===== src/rtl/plic_hart_if_if.sv =====
// Config bus between the hart-side PLIC initiator and one PLIC target port.
// The master drives single-cycle requests; the slave answers with a ready pulse.
interface plic_hart_if_if;
  logic        cfg_en;
  logic        cfg_we;
  logic [31:0] cfg_addr;
  logic [31:0] cfg_wdata;
  logic [31:0] cfg_rdata;
  logic        cfg_ready;

  modport master (
    output cfg_en,
    output cfg_we,
    output cfg_addr,
    output cfg_wdata,
    input  cfg_rdata,
    input  cfg_ready
  );

  modport slave (
    input  cfg_en,
    input  cfg_we,
    input  cfg_addr,
    input  cfg_wdata,
    output cfg_rdata,
    output cfg_ready
  );
endinterface


===== src/rtl/plic_hart_if.sv =====
// Hart-side PLIC initiator: claims on irq, raises meip, completes on done.
// Bus timeouts abort to a holdoff window so the PLIC line can settle.
module plic_hart_if #(
  parameter logic [31:0] PLIC_BASE      = 32'h0C00_0000,
  parameter int unsigned TARGET_ID      = 0,
  parameter int unsigned ID_BITS        = 5,
  parameter int unsigned TIMEOUT_CYCLES = 64,
  parameter int unsigned HOLDOFF_CYCLES = 2
) (
  input  logic               clk,
  input  logic               rst,
  input  logic               enable_i,
  input  logic               irq_i,
  plic_hart_if_if.master     cfg,
  output logic               meip_o,
  output logic [ID_BITS-1:0] irq_id_o,
  input  logic               irq_done_i,
  output logic               irq_complete_o,
  output logic               busy_o,
  output logic               timeout_err_o,
  input  logic               err_clr_i,
  output logic [7:0]         spurious_cnt_o
);

  typedef enum logic [2:0] {
    IDLE,
    CLAIM_WAIT,
    SERVICE,
    CMPL_WAIT,
    HOLDOFF
  } state_t;

  localparam logic [31:0] CLAIM_ADDR =
    PLIC_BASE + 32'h0020_0004 + 32'(TARGET_ID * 4);
  localparam int HW = $clog2(HOLDOFF_CYCLES + 1);
  localparam logic [9:0] TO_LAST = 10'(TIMEOUT_CYCLES - 1);
  localparam logic [HW-1:0] HO_LOAD = HW'(HOLDOFF_CYCLES);

  state_t              state_q, state_d;
  logic                en_q, en_d;
  logic                we_q, we_d;
  logic [31:0]         addr_q, addr_d;
  logic [31:0]         wdata_q, wdata_d;
  logic                meip_q, meip_d;
  logic [ID_BITS-1:0]  id_q, id_d;
  logic                cmpl_q, cmpl_d;
  logic                busy_q, busy_d;
  logic                err_q, err_d;
  logic [7:0]          spur_q, spur_d;
  logic [9:0]          tcnt_q, tcnt_d;
  logic [HW-1:0]       hcnt_q, hcnt_d;
  logic [ID_BITS-1:0]  rid;
  logic                unused_rdata;

  assign rid = cfg.cfg_rdata[ID_BITS-1:0];
  assign unused_rdata = ^cfg.cfg_rdata[31:ID_BITS];

  // Next-state and registered-output decode; ready beats timeout.
  always_comb begin
    state_d = state_q;
    en_d    = 1'b0;
    we_d    = we_q;
    addr_d  = addr_q;
    wdata_d = wdata_q;
    meip_d  = meip_q;
    id_d    = id_q;
    cmpl_d  = 1'b0;
    err_d   = err_q;
    spur_d  = spur_q;
    tcnt_d  = tcnt_q;
    hcnt_d  = hcnt_q;
    if (err_clr_i) err_d = 1'b0;
    unique case (state_q)
      IDLE: begin
        if (irq_i && enable_i) begin
          en_d    = 1'b1;
          we_d    = 1'b0;
          addr_d  = CLAIM_ADDR;
          tcnt_d  = '0;
          state_d = CLAIM_WAIT;
        end
      end
      CLAIM_WAIT: begin
        if (cfg.cfg_ready) begin
          if (rid != '0) begin
            id_d    = rid;
            meip_d  = 1'b1;
            state_d = SERVICE;
          end else begin
            if (spur_q != 8'hFF) spur_d = spur_q + 8'd1;
            hcnt_d  = HO_LOAD;
            state_d = HOLDOFF;
          end
        end else if (tcnt_q == TO_LAST) begin
          err_d   = 1'b1;
          hcnt_d  = HO_LOAD;
          state_d = HOLDOFF;
        end else begin
          tcnt_d = tcnt_q + 10'd1;
        end
      end
      SERVICE: begin
        if (irq_done_i) begin
          meip_d  = 1'b0;
          en_d    = 1'b1;
          we_d    = 1'b1;
          addr_d  = CLAIM_ADDR;
          wdata_d = 32'(id_q);
          tcnt_d  = '0;
          state_d = CMPL_WAIT;
        end
      end
      CMPL_WAIT: begin
        if (cfg.cfg_ready || tcnt_q == TO_LAST) begin
          if (!cfg.cfg_ready) err_d = 1'b1;
          cmpl_d  = 1'b1;
          id_d    = '0;
          hcnt_d  = HO_LOAD;
          state_d = HOLDOFF;
        end else begin
          tcnt_d = tcnt_q + 10'd1;
        end
      end
      HOLDOFF: begin
        if (hcnt_q == '0) state_d = IDLE;
        else hcnt_d = hcnt_q - 1'b1;
      end
      default: state_d = IDLE;
    endcase
    busy_d = (state_d != IDLE);
  end

  // State and output registers; reset abandons any bus transaction.
  always_ff @(posedge clk or posedge rst) begin
    if (rst) begin
      state_q <= IDLE;
      en_q    <= 1'b0;
      we_q    <= 1'b0;
      addr_q  <= '0;
      wdata_q <= '0;
      meip_q  <= 1'b0;
      id_q    <= '0;
      cmpl_q  <= 1'b0;
      busy_q  <= 1'b0;
      err_q   <= 1'b0;
      spur_q  <= '0;
      tcnt_q  <= '0;
      hcnt_q  <= '0;
    end else begin
      state_q <= state_d;
      en_q    <= en_d;
      we_q    <= we_d;
      addr_q  <= addr_d;
      wdata_q <= wdata_d;
      meip_q  <= meip_d;
      id_q    <= id_d;
      cmpl_q  <= cmpl_d;
      busy_q  <= busy_d;
      err_q   <= err_d;
      spur_q  <= spur_d;
      tcnt_q  <= tcnt_d;
      hcnt_q  <= hcnt_d;
    end
  end

  assign cfg.cfg_en      = en_q;
  assign cfg.cfg_we      = we_q;
  assign cfg.cfg_addr    = addr_q;
  assign cfg.cfg_wdata   = wdata_q;
  assign meip_o          = meip_q;
  assign irq_id_o        = id_q;
  assign irq_complete_o  = cmpl_q;
  assign busy_o          = busy_q;
  assign timeout_err_o   = err_q;
  assign spurious_cnt_o  = spur_q;

endmodule


===== src/flat_wrapper.sv =====
// flat-port wrapper written by rule: the top's interface ports become plain ports
module plic_hart_if_flat 
#(
  parameter logic [31:0] PLIC_BASE      = 32'h0C00_0000,
  parameter int unsigned TARGET_ID      = 0,
  parameter int unsigned ID_BITS        = 5,
  parameter int unsigned TIMEOUT_CYCLES = 64,
  parameter int unsigned HOLDOFF_CYCLES = 2
)
  (clk, rst, enable_i, irq_i, meip_o, irq_id_o, irq_done_i, irq_complete_o, busy_o, timeout_err_o, err_clr_i, spurious_cnt_o, cfg_cfg_en, cfg_cfg_we, cfg_cfg_addr, cfg_cfg_wdata, cfg_cfg_rdata, cfg_cfg_ready);
  plic_hart_if_if cfg_i ();
  input  logic clk;
  input  logic rst;
  input  logic enable_i;
  input  logic irq_i;
  output logic meip_o;
  output logic [ID_BITS-1:0] irq_id_o;
  input  logic irq_done_i;
  output logic irq_complete_o;
  output logic busy_o;
  output logic timeout_err_o;
  input  logic err_clr_i;
  output logic [7:0] spurious_cnt_o;
  output wire logic [$bits(cfg_i.cfg_en)-1:0] cfg_cfg_en;
  output wire logic [$bits(cfg_i.cfg_we)-1:0] cfg_cfg_we;
  output wire logic [$bits(cfg_i.cfg_addr)-1:0] cfg_cfg_addr;
  output wire logic [$bits(cfg_i.cfg_wdata)-1:0] cfg_cfg_wdata;
  input wire logic [$bits(cfg_i.cfg_rdata)-1:0] cfg_cfg_rdata;
  input wire logic [$bits(cfg_i.cfg_ready)-1:0] cfg_cfg_ready;
  assign cfg_cfg_en = cfg_i.cfg_en;
  assign cfg_cfg_we = cfg_i.cfg_we;
  assign cfg_cfg_addr = cfg_i.cfg_addr;
  assign cfg_cfg_wdata = cfg_i.cfg_wdata;
  assign cfg_i.cfg_rdata = cfg_cfg_rdata;
  assign cfg_i.cfg_ready = cfg_cfg_ready;
  plic_hart_if #(.PLIC_BASE(PLIC_BASE), .TARGET_ID(TARGET_ID), .ID_BITS(ID_BITS), .TIMEOUT_CYCLES(TIMEOUT_CYCLES), .HOLDOFF_CYCLES(HOLDOFF_CYCLES)) u_core (.clk(clk), .rst(rst), .enable_i(enable_i), .irq_i(irq_i), .cfg(cfg_i), .meip_o(meip_o), .irq_id_o(irq_id_o), .irq_done_i(irq_done_i), .irq_complete_o(irq_complete_o), .busy_o(busy_o), .timeout_err_o(timeout_err_o), .err_clr_i(err_clr_i), .spurious_cnt_o(spurious_cnt_o));
endmodule

===== config.mk =====
export PLATFORM = sky130hd
export DESIGN_NAME = plic_hart_if_flat
export DESIGN_NICKNAME = d
export VERILOG_FILES = /design/src/rtl/plic_hart_if_if.sv /design/src/rtl/plic_hart_if.sv /design/src/flat_wrapper.sv
export SDC_FILE = /design/constraint.sdc
export NUM_CORES = 1
export LEC_CHECK = 0
export ABC_AREA = 1
export CAP_MARGIN = 10
export CELL_PAD_IN_SITES_DETAIL_PLACEMENT = 1
export CELL_PAD_IN_SITES_GLOBAL_PLACEMENT = 1
export CORE_UTILIZATION = 28
export DETAILED_ROUTE_END_ITERATION = 12
export PLACE_DENSITY_LB_ADDON = 0.1
export SETUP_SLACK_MARGIN = 0.1
export SLEW_MARGIN = 40
export SYNTH_ARGS = -nofsm -noshare
export SYNTH_HDL_FRONTEND = slang
export SYNTH_SLANG_ARGS = --single-unit

===== constraint.sdc =====
create_clock -name clk -period 4.85 [get_ports clk]
set_clock_uncertainty 0.2 [all_clocks]
set_input_delay 0.485 -clock clk [delete_from_list [all_inputs] [get_ports clk]]
set_output_delay 0.485 -clock clk [all_outputs]
set_load 0.01 [all_outputs]

Yosys cells after proc, flatten, opt, wreduce, memory -nomap -nowiden
Cells that the tools add are included.
{"block": "totals", "ramBits": 0, "romBits": 0, "input_bits": 39, "latchBits": 0, "ff_bits": 71, "output_inout_bits": 83, "n_memories": 0}
{"block": "classes", "n_shift": 0, "n_reduce_logical": 18, "multipliers": 0, "magnitude_cmp": 0, "div": 0, "n_addsub": 3, "n_eq_ne": 17, "n_mux": 45, "bitwise_logic": 1}
{"operator": "$mux 32", "n": 2}
{"operator": "$pmux 32 s2", "n": 1}
{"operator": "$mux 10", "n": 5}
{"operator": "$pmux 10 s4", "n": 1}
{"operator": "$mux 3", "n": 7}
{"operator": "$mux 5", "n": 3}
{"operator": "$pmux 3 s5", "n": 1}
{"operator": "$mux 1", "n": 14}
{"operator": "$ne 2x2->1 const B", "n": 6}
{"operator": "$reduce_and 4->1", "n": 3}
{"operator": "$add 10x1->10 const B", "n": 1}
{"operator": "$eq 10x6->1 const B", "n": 1}
{"operator": "$mux 2", "n": 5}
{"operator": "$pmux 5 s2", "n": 1}
{"operator": "$add 8x1->8 const B", "n": 1}
{"operator": "$ne 8x8->1 const B", "n": 1}
{"operator": "$pmux 1 s2", "n": 4}
{"operator": "$eq 3x2->1 const B", "n": 2}
{"operator": "$ne 2x1->1 const B", "n": 3}
{"operator": "$pmux 2 s3", "n": 1}
{"operator": "$reduce_and 6->1", "n": 1}
{"operator": "$reduce_bool 2->1", "n": 3}
{"operator": "$reduce_bool 3->1", "n": 2}
{"operator": "$reduce_and 5->1", "n": 1}
{"operator": "other kinds (14)", "n": 14}

Depth between registers and ports, before layout
{"block": "logic_depth", "word_depth": 5, "depth_mapped": 10, "depth_no_buf": 9}

Worst setup path before layout
OpenSTA, ideal clock, no wires.
{"block": "synth_timing", "path_type": "register to register", "startpoint": "register u_core.tcnt_q[0]", "endpoint": "register u_core.busy_q, in the netlist u_core.busy_o", "required_ps": 4525, "stages_incl_launch_ff": 10, "path_buffers": 1, "period_less_slack_ps": 1696, "path_slack_ps": 3154, "arrival_ps": 1371, "path_cell_list": "dfrtp_1 ha_1 nand3_2 nor2_4 nand2_2 nand2_2 nand2_4 nand3_2 buf_6 nand3_1"}
{"block": "synth_via", "elab_chain_cells": 5}
{"item": "start: declaration", "line": "plic_hart_if.sv:50", "rtl": "logic [9:0] tcnt_q, tcnt_d;"}
{"item": "start signal: assignment", "line": "plic_hart_if.sv:161", "rtl": "tcnt_q <= tcnt_d;"}
{"item": "$eq 10x6->1 (*)", "line": "plic_hart_if.sv:94, plic_hart_if.sv:114"}
{"item": "$mux 3 or $logic_or 1x1->1 (tied branches)", "line": "plic_hart_if.sv:94, plic_hart_if.sv:114"}
{"item": "$mux 3 (on tied branches)", "line": "plic_hart_if.sv:84, plic_hart_if.sv:114"}
{"item": "$pmux 3 s5 (*)", "line": "plic_hart_if.sv:73", "rtl": "unique case (state_q)"}
{"item": "$reduce_bool 3->1 (*)", "line": "plic_hart_if.sv:130", "rtl": "busy_d = (state_d != IDLE);"}
{"item": "net u_core.busy_d", "line": "plic_hart_if.sv:47", "rtl": "logic busy_q, busy_d;"}
{"item": "end signal: assignment", "line": "plic_hart_if.sv:158", "rtl": "busy_q <= busy_d;"}
{"item": "end: declaration", "line": "plic_hart_if.sv:47"}
The timed path passes the listed nets; every way through them passes the cells marked *.
A chain may end at the register's enable or synchronous reset.

Worst setup path after layout
{"block": "layout_timing", "startpoint": "register u_core.tcnt_q[0]", "endpoint": "register u_core.tcnt_q[9]"}
{"block": "layout_via", "elab_chain_cells": 4}
{"item": "$add 10x1->10 or $eq 10x6->1 (tied branches)"}
{"item": "$mux 10 or $logic_or 1x1->1 (tied branches)", "line": "plic_hart_if.sv:94, plic_hart_if.sv:114"}
{"item": "$mux 10 or $ne 2x2->1 (tied branches)"}
{"item": "$pmux 10 s4 or $reduce_and 6->1 (tied branches)"}
Parallel ways exist; a longest one is shown, timed or not. The select of a mux whose other input is x is not followed.

==> qor.yml <==
run_status:
  outcome: "finished, final reports clean"
clocking:
  cts.repair.resized: 0
  postCtsSetupBuffers: 0
  worstSkewPairLatency_ns: 0.31
  root_buffer: "clkbuf_8"
  cts_sinks: 40
  cts_hold_buf: 0
  cts.clk_slew.worst_paths_ns: 0.08
  clockBufferDepth: 2
  cts_tree: "built"
  htreeDepth: 2
  cts_buffers: 5
global_routing:
  grt_pass1_vias: 2065
  track_usage: 0.1334
  grt.overflow.total: 0
  grt_pass1_wl_mm: 10.03
  grt_max_degree: 41
  antenna_found_initial: 0
place:
  io_buffers: 39
  gp_congestion: 0.7262
  hpwl_mm: 4.330
synth:
  yosys_register_bits: 40
  synth_edf_count: 0
  yosys_most_used_dff: "dfrtp_1"
  yosys_warnings: 0
  synthesis.area_um2: 2552
  async_flop_share: 1.000
  synth_cell_types: 29
  avgSynthCellArea_um2: 7.574
  ys_seq_area_frac: 0.3922
  synth_cells: 337
layout:
  nNetsFinal: 419
  area_growth_pct: 15.29
  drive_gt1_frac: 0.06878
  diodes: 0
min_path:
  worstHoldEndpoint: "u_core.cfg.cfg_wdata[3]"
  holdCritStartpoint: "u_core.cfg.cfg_wdata[3]"
  hold_class: "flop to flop"
  hold_depth: 2
timing:
  final-hold-violation-count: 0
  rsz0062_at_grt: "no"
  slew_viol_final: 0
  holdWs_ns: 0.2822
  period_share: 0.4434
  min_period_ns: 2.151
  setup_viol_count_final: 0
  worst_slew_pin_slew_ns: 0.5250
  tns_ns: 0
  fmax_mhz: 465.0
  relSlewSlack: 0.6500
flow_run:
  maxCapViolCount: 0
detailed_routing:
  detail_route.wl_per_cell_um: 12.11
  postRouteAntennaNets: 0
  drt_wl_total_mm: 5.887
  firstDrtPassIters: 4
  first_iter_violations: 44
  routed-via-count: 2028
  remaining_drc_errors: 0
  routed_via_density: 4.173
pwr:
  ir_drop_uv: 178.4
  intPower_uw: 781.2
  switching_power_uw: 524.5
  p_sw_frac: 0.4017
  p_leak_nw: 1.516
  powerDensity_nw_per_um2: 443.7
  combPwrFrac: 0.399
  power_frac_seq: 0.377
  power_frac_clock: 0.224
floorplan:
  rows: 34
  start_util: 0.2913
  fp.dieH_um: 97.48
  core_area_um2: 8763
  die_area_um2: 9501
  die_w_um: 97.48
  io_pins: 122
critical_path:
  crit_path_top_delay_cell: "dfrtp_1"
  cp_max_fo: 16
  path_class: "flop to flop"
  cp-end-kind: "flop"
  path_buf_inv: 0
  cp-start-kind: "flop"
  reg2reg_from: "u_core.tcnt_q[0]"
  cp_slowest_stage_delay_ns: 0.48
  cpLargestDelayFamily: "simple AND/OR/NAND/NOR gates"
  rr_worst_depth: 9
  reg2reg_slack_ns: 2.70
  cp.required_ns: 4.85
  crit_arrival_ns: 2.15
  crit_path_cell_trace: "ha_1 > nand3_2 > nor2_4 > nand2_2 > nand2_2 > nand2_4 > nand3_2 > nand2_1 > nand2_1"
  reg2reg_to: "u_core.tcnt_q[9]"
registers in the layout, indices dropped and copies added, names as in the netlist, 2 cells and up:
signal	cells
u_core.tcnt_q	10
u_core.spurious_cnt_o	8
u_core.cfg.cfg_wdata	5
u_core.irq_id_o	5
u_core.state_q	3
u_core.hcnt_q	2
layer usage:
metal	routed length (um)	vias to the layer above	global-route usage
li1	-	1012	-
met1	2905	951	0.1778
met2	2641	59	0.2119
met3	263	6	0.03237
met4	76	0	0.04299
met5	0	-	0
cell families (layout without fill, tap and decap cells):
kind of cell,count (synthesis),in the layout,share of synthesized area
flops,40,40,0.3922
other cells,1,55,0.001469
xor+xnor,8,8,0.02745
buf+inv,91,78,0.2250
compound gates,8,8,0.01863
fa+ha+maj,3,3,0.01471
simple gates,186,186,0.3206
power groups by stage:
stage               sequential [mW]  combinational, mW  clock [mW]
floorplan                     0.511              0.337           0
global placement              0.497              0.526           0
detailed placement            0.499              0.532           0
CTS                           0.494              0.534       0.301
global route                  0.506              0.595       0.314
finish                        0.493              0.520       0.292
worst register-to-register path: cells and delay by family (launching register included):
kind          cells  cell delay, ns
fa+ha+maj         1            0.28
flops             1            0.48
simple gates      8            1.08
per-stage QoR:
stage | instance area [um^2] | setup WS [ns] | utilization | power (mW) | instances
detailed placement | 2826 | 2.552 | 0.3225 | 1.031 | 478
global placement | 2826 | 2.548 | 0.3225 | 1.022 | 478
CTS | 2943 | 2.674 | 0.3358 | 1.329 | 486
global route | 2943 | 2.514 | 0.3358 | 1.415 | 486
floorplan | 2755 | 3.154 | - | 0.8479 | 391
finish | 2943 | 2.699 | 0.3358 | 1.306 | 486
area by class of cell:
| type | count | area (um^2) |
|---|---|---|
| Timing Repair Buffer | 40 | 397.9 |
| Fill cell | 1109 | 5821 |
| Sequential cell | 40 | 1001 |
| Inverter | 30 | 112.6 |
| Clock buffer | 5 | 68.82 |
| Clock inverter | 3 | 47.55 |
| Tap cell | 108 | 135.1 |
| Multi-Input combinational cell | 260 | 1180 |
how the worst max path moves through the flow:
stage,startpoint,to,cells after the start
final,u_core.tcnt_q[0],u_core.tcnt_q[9],9
after global routing,u_core.tcnt_q[0],u_core.tcnt_q[4],9
after CTS,u_core.tcnt_q[0],u_core.tcnt_q[9],9
after detailed placement,cfg_cfg_ready,u_core.tcnt_q[4],7
after global placement,cfg_cfg_ready,u_core.tcnt_q[9],7
after floorplan,u_core.tcnt_q[0],u_core.busy_o,9
Yosys cell counts, types with 3 or more instances:
cell,count,area share
nor2_1,27,0.040
buf_4,58,0.17
nand3_2,3,0.012
nor2_2,4,0.0098
o21ai_0,4,0.0078
inv_2,4,0.0059
xor2_1,4,0.014
nand3_1,34,0.067
xnor2_1,4,0.014
inv_1,26,0.038
nand2_2,3,0.0074
ha_1,3,0.015
nand4_1,3,0.0074
dfrtp_1,40,0.39
nand2_1,103,0.15
cells in the final DEF, fill, tap and decap left out, drive strengths merged:
cell / Yosys / layout
nand2: 107 / 107
a21boi: 1 / 1
a21oi: 2 / 2
bufinv: 0 / 1
clkdlybuf4s50: 0 / 39
conb: 1 / 55
nor3b: 2 / 2
nand3: 37 / 37
nor2: 32 / 32
nor4: 1 / 1
nand3b: 1 / 1
o21ai: 4 / 4
clkbuf: 1 / 5
dfrtp: 40 / 40
xor2: 4 / 4
buf: 60 / 1
or2: 1 / 1
ha: 3 / 3
o22ai: 1 / 1
inv: 30 / 30
nor3: 2 / 2
xnor2: 4 / 4
nand4: 3 / 3
clkinv: 0 / 2
(Power assumes the default switching activity.)
